==> src/rtl/dequantization_unit.sv <==
// Dequantization unit: turns int4/int8/int16 quantized values back into signed
// 16-bit fixed-point results via (q - zero_point) * scale, rounding and
// saturation. Three-stage pipeline with valid/ready on both sides, a global
// stall (no bubble collapsing) and a sticky saturation counter.
module dequantization_unit #(
  parameter int FRAC_BITS = 8
) (
  input  logic        clk,
  input  logic        rst_n,
  input  logic [15:0] data_in,
  input  logic        valid_in,
  output logic        ready_in,
  output logic [15:0] data_out,
  output logic        valid_out,
  input  logic        ready_out,
  input  logic [15:0] scale,
  input  logic [15:0] zero_point,
  input  logic [1:0]  input_bits,
  output logic        sat_out,
  output logic [15:0] sat_count,
  input  logic        clear_stats,
  output logic        busy
);

  localparam logic signed [33:0] LP_MAX_POS = 34'sd32767;
  localparam logic signed [33:0] LP_MIN_NEG = -34'sd32768;

  // Pipeline state
  logic               r_v1;
  logic               r_v2;
  logic               r_v3;
  logic signed [16:0] r_diff;
  logic signed [15:0] r_scale;
  logic signed [32:0] r_prod;
  logic [15:0]        r_data_out;
  logic               r_sat;
  logic [15:0]        r_sat_count;

  // Combinational datapath
  logic               w_advance;
  logic signed [16:0] w_q;
  logic signed [16:0] w_zp;
  logic signed [16:0] w_diff;
  logic signed [32:0] w_diff_x;
  logic signed [32:0] w_scale_x;
  logic signed [32:0] w_prod;
  logic signed [33:0] w_prod_x;
  logic signed [33:0] w_rnd;
  logic [15:0]        w_result;
  logic               w_sat;

  // Whole pipeline moves together; it only freezes when the output is blocked.
  assign w_advance = !r_v3 || ready_out;
  assign ready_in  = w_advance;
  assign busy      = r_v1 | r_v2 | r_v3;
  assign valid_out = r_v3;
  assign data_out  = r_data_out;
  assign sat_out   = r_sat;
  assign sat_count = r_sat_count;

  // Select and sign-extend the quantized field; upper bits are ignored for int4/int8.
  always_comb begin
    w_q = 17'sd0;
    case (input_bits)
      2'd0:    w_q = {{9{data_in[7]}}, data_in[7:0]};
      2'd2:    w_q = {{13{data_in[3]}}, data_in[3:0]};
      default: w_q = {data_in[15], data_in};
    endcase
  end

  assign w_zp   = {zero_point[15], zero_point};
  assign w_diff = w_q - w_zp;

  // Stage 1: capture the zero-point-corrected value and the scale that travels with it.
  always_ff @(posedge clk or negedge rst_n) begin
    if (!rst_n) begin
      r_v1    <= 1'b0;
      r_diff  <= '0;
      r_scale <= '0;
    end else if (w_advance) begin
      r_v1    <= valid_in;
      r_diff  <= w_diff;
      r_scale <= scale;
    end
  end

  // Exact 17x16 signed product; both operands widened so the 33-bit result is never truncated.
  assign w_diff_x  = {{16{r_diff[16]}}, r_diff};
  assign w_scale_x = {{17{r_scale[15]}}, r_scale};
  assign w_prod    = w_diff_x * w_scale_x;

  // Stage 2: register the product.
  always_ff @(posedge clk or negedge rst_n) begin
    if (!rst_n) begin
      r_v2   <= 1'b0;
      r_prod <= '0;
    end else if (w_advance) begin
      r_v2   <= r_v1;
      r_prod <= w_prod;
    end
  end

  // One guard bit so adding the rounding constant can never wrap.
  assign w_prod_x = {r_prod[32], r_prod};

  generate
    if (FRAC_BITS > 0) begin : g_round
      localparam logic signed [33:0] LP_HALF = 34'sd1 <<< (FRAC_BITS - 1);
      // Round half toward +inf, then drop the fractional bits arithmetically.
      assign w_rnd = (w_prod_x + LP_HALF) >>> FRAC_BITS;
    end else begin : g_noround
      assign w_rnd = w_prod_x;
    end
  endgenerate

  // Clamp to the signed 16-bit range and flag the clamp.
  always_comb begin
    w_result = w_rnd[15:0];
    w_sat    = 1'b0;
    if (w_rnd > LP_MAX_POS) begin
      w_result = 16'h7FFF;
      w_sat    = 1'b1;
    end else if (w_rnd < LP_MIN_NEG) begin
      w_result = 16'h8000;
      w_sat    = 1'b1;
    end
  end

  // Stage 3: output register, held while downstream stalls.
  always_ff @(posedge clk or negedge rst_n) begin
    if (!rst_n) begin
      r_v3       <= 1'b0;
      r_data_out <= '0;
      r_sat      <= 1'b0;
    end else if (w_advance) begin
      r_v3       <= r_v2;
      r_data_out <= w_result;
      r_sat      <= w_sat;
    end
  end

  // Count delivered saturated beats; sticks at all-ones, clear has priority.
  always_ff @(posedge clk or negedge rst_n) begin
    if (!rst_n) begin
      r_sat_count <= '0;
    end else if (clear_stats) begin
      r_sat_count <= '0;
    end else if (r_v3 && ready_out && r_sat && (r_sat_count != 16'hFFFF)) begin
      r_sat_count <= r_sat_count + 16'd1;
    end
  end

endmodule

==> config.mk <==
export PLATFORM = sky130hd
export DESIGN_NAME = dequantization_unit
export DESIGN_NICKNAME = d
export VERILOG_FILES = /design/src/rtl/dequantization_unit.sv
export SDC_FILE = /design/constraint.sdc
export NUM_CORES = 1
export LEC_CHECK = 0
export ABC_CLOCK_PERIOD_IN_PS = 7500
export CAP_MARGIN = 20
export CORE_ASPECT_RATIO = 1.2
export CORE_MARGIN = 4
export CORE_UTILIZATION = 63
export CTS_CLUSTER_SIZE = 10
export DETAILED_ROUTE_END_ITERATION = 12
export PLACE_DENSITY = 0.86
export REMOVE_ABC_BUFFERS = 1
export SLEW_MARGIN = 10
export SYNTH_ARGS = -nofsm -noshare
export SYNTH_HDL_FRONTEND = slang
export SYNTH_SLANG_ARGS = --single-unit
==> constraint.sdc <==
create_clock -name clk -period 7.5 [get_ports clk]
set_input_delay 1.875 -clock clk [delete_from_list [all_inputs] [get_ports clk]]
set_output_delay 1.875 -clock clk [all_outputs]
set_load 0.005 [all_outputs]
==> results of run 1 <==
## flip-flops by register name (all words and copies together) (netlist names), 16 cells and up
signal     count
data_out      16
sat_count     16
r_diff        17
r_scale       16
r_prod        26
## cell usage after synthesis, types with 4 or more instances
cell type / number
o21a_1: 8
dfrtp_1: 95
xnor2_1: 35
fa_1: 276
o21ai_1: 6
a21o_1: 7
xor2_1: 29
inv_1: 385
nand4_1: 10
o311ai_1: 6
a31oi_1: 6
nand3_1: 19
buf_1: 6
nor2b_1: 8
or3_1: 8
o31ai_1: 13
and2_1: 135
o311ai_2: 7
buf_6: 7
clkbuf_1: 47
o21ai_0: 24
and3_1: 13
nor2_1: 79
a211oi_1: 6
nand2_1: 252
nand2b_1: 12
nor3_1: 10
nor4_1: 4
a21oi_1: 48
ha_1: 99
## path summary, 6_finish.rpt
path | slack [ps] | start | depth (start not counted) | to
max in group asynchronous | 4780 | rst_n | 2 | r_prod[20]
worst min register to register | 500 | data_out[15] | 2 | data_out[15]
worst max-delay path | 470 | r_diff[4] | 21 | r_prod[31]
min in group asynchronous | 1510 | rst_n | 1 | data_out[8]
worst min-delay path | 500 | data_out[15] | 2 | data_out[15]
worst max register to register | 470 | r_diff[4] | 21 | r_prod[31]
## routing by layer
layer  up-vias  share of wire, %
li1       5319                 -
met1      6025                33
met2       521                52
met3       202               5.6
met4         0               9.0
met5         -                 0
## worst reg2reg max path, stage by stage, from the launching register on
cell,delay (ps)
dfrtp_1,750
nand2_1,170
fa_1,560
inv_1,50
fa_1,500
fa_1,580
fa_1,550
fa_1,550
inv_1,60
fa_1,540
inv_1,40
ha_1,340
a21o_1,180
a21oi_1,190
o21ai_1,130
o41ai_2,370
o21ai_0,150
o21ba_2,270
a31oi_2,140
a21o_1,230
a2111oi_0,460
nor3_1,100
## stage by stage
step | std cells | setup WS [ps] | utilization, % | instance area (um^2)
4_1_cts | 2101 | 546.9 | 70.21 | 16880
3_3_place_gp | 2085 | 818.7 | 68.94 | 16580
2_1_floorplan | 1660 | -816.6 | - | 15160
6_report | 2101 | 469.1 | 70.21 | 16880
5_1_grt | 2101 | 89.11 | 70.21 | 16880
3_5_place_dp | 2085 | 620.6 | 68.94 | 16580
## layout make-up
class | instances | share of cell area [%]
well taps | 320 | 2.371
multi-input cells | 1179 | 67.17
clock buffers | 9 | 1.334
clock inverters | 7 | 0.4817
flip-flops and latches | 95 | 14.08
repair buffers | 105 | 5.987
inverters | 386 | 8.581
## kinds of logic (layout without fill, tap and decap cells)
group	Yosys count	count (layout)	synth area share, %
AO/OA/AOI/OAI	163	163	7.495
XOR/XNOR	64	64	3.618
adder cells (fa/ha/maj)	375	375	43.66
buffers and inverters	452	507	11.49
flip-flops	95	95	15.35
multiplexers	2	2	0.1454
AND/OR/NAND/NOR	575	575	18.24
==> impl_results.md, run 1 <==
- Outcome: completed
- Chip Width: 151.1 um
- Routed via count: 12067
- RSZ-0062 raised after global routing: false
- Syn Area/Cell: 8.975 um^2
- Fraction of layout cells with a size suffix above 1: 3.987%
- Layout area overhead: 8.997%
- Core Region: 24050 um^2
- Placer Congestion: 0.9408
- Async S/R FF share, synth: 100.0%
- CP Launch Type: register
- Vias in the first global route: 13397
- Multi-input logic area: 11340 um^2
- Antenna violations before repair: 0
- Largest net degree at the start of global routing: 85
- Critical path's top delay family: adder cells
- Top-area cell type share of the netlist area: 35.67%
- CTS Hold Bufs: 0
- Max-cap viol count: 0
- Port buffer count: 90
- Class of the worst hold path: reg2reg
- Met3 Use GR: 4.408%
- Fill count: 1755
- Hold slack: 498.7 ps
- Number of enable flip-flop cells after synthesis: 0
- DRT Wirelength: 38880 um
- Most used routing layer: met2
- Sequential share of the synthesized area: 15.35%
- Worst-path cell chain: nand2_1 > fa_1 > inv_1 > fa_1 > fa_1 > fa_1 > fa_1 > inv_1 > fa_1 > inv_1 > ha_1 > a21o_1 > a21oi_1 > o21ai_1 > o41ai_2 > o21ai_0 > o21ba_2 > a31oi_2 > a21o_1 > a2111oi_0 > nor3_1
- Setup bufs post-CTS: 0
- Met1 Track Usage GR: 33.32%
- Drc violations: 0
- Total GRT Usage: 30.48%
- Final Hold Viols: 0
- Post-synthesis cell type count: 75
- Count of final setup violators: 0
- Commonest non-fill, non-tap cell in the layout: inv_1
- Pre-Repair DR Iteration Count: 5
- Die area: 27170 um^2
- IO Pins: 91
- Drt initial violations: 856
- Max incr delay on CP: 750 ps
- Min cycle time layout: 7031 ps
- Wire per inst: 18.50 um
- Htree depth: 3
- #FFs+latches synth: 95
- CP Capture Type: register
- Fmax: 142.2 MHz
- Dpl hpwl: 30590 um
- Cells after Synth: 1726
- Arr. time, crit path: 7280 ps
- Clock Tree Buf Depth: 2
- Area contributors post-synth: fa_1 (36%), dfrtp_1 (15%), inv_1 (9.3%), ha_1 (8.0%), nand2_1 (6.1%)
- Ys Warns: 0
- CP max FO: 17
- Slowest-stage cell, CP: dfrtp_1
- Worst path most repeated cell: fa_1
- M2 GR Usage: 52.95%
- CTS tree: done
- Storage cell area: 2377 um^2
- Nets: 2206
- Main synth FF type: dfrtp_1
- Antenna Nets Post-Route: 0
- Worst slew pin tran: 1095 ps
- Congestion Overflow GR: 0
- Cell area after synthesis: 15490 um^2
- Antenna cells: 0
- Post-cts repair resize count: 0
- Final period util: 93.75%
- Final setup TNS: 0 ps
- Cts bufs inserted: 9
- Critical path class: reg2reg
- Final Max Tran Viols: 0
- Worst Path Buf+Inv: 3
- Num rows: 62
- Clock skew: 10.59 ps
- Insertion delay to the later sink of the worst-skew pair: 370 ps
- Die Y: 179.8 um
- Commonest non-fill, non-tap cells in the layout: inv_1 (385), fa_1 (276), nand2_1 (252)
- Cell taking the most area after synthesis: fa_1
- Clk sinks: 95
- First-pass GRT wire length: 64720 um
- WP data required: 7750 ps
- Root Driver: clkbuf_16
- Initial Utilization: 64.42%
- Via density: 5.743
- Clock transition at path regs: 80 ps
- Worst rel slew slack: 26.53%
Power of run 1 is left out: the tool's default activity adds up to more than one toggle a clock period on the data nets, which glitch-free logic cannot reach.
==> run 2, diff against run 1 <==
- CAP_MARGIN: 20 -> unset
==> results of run 2 <==
Same layout as run 1: the final DEF is identical, and so are final timing and power.
Power of run 2 is left out for the same reason.
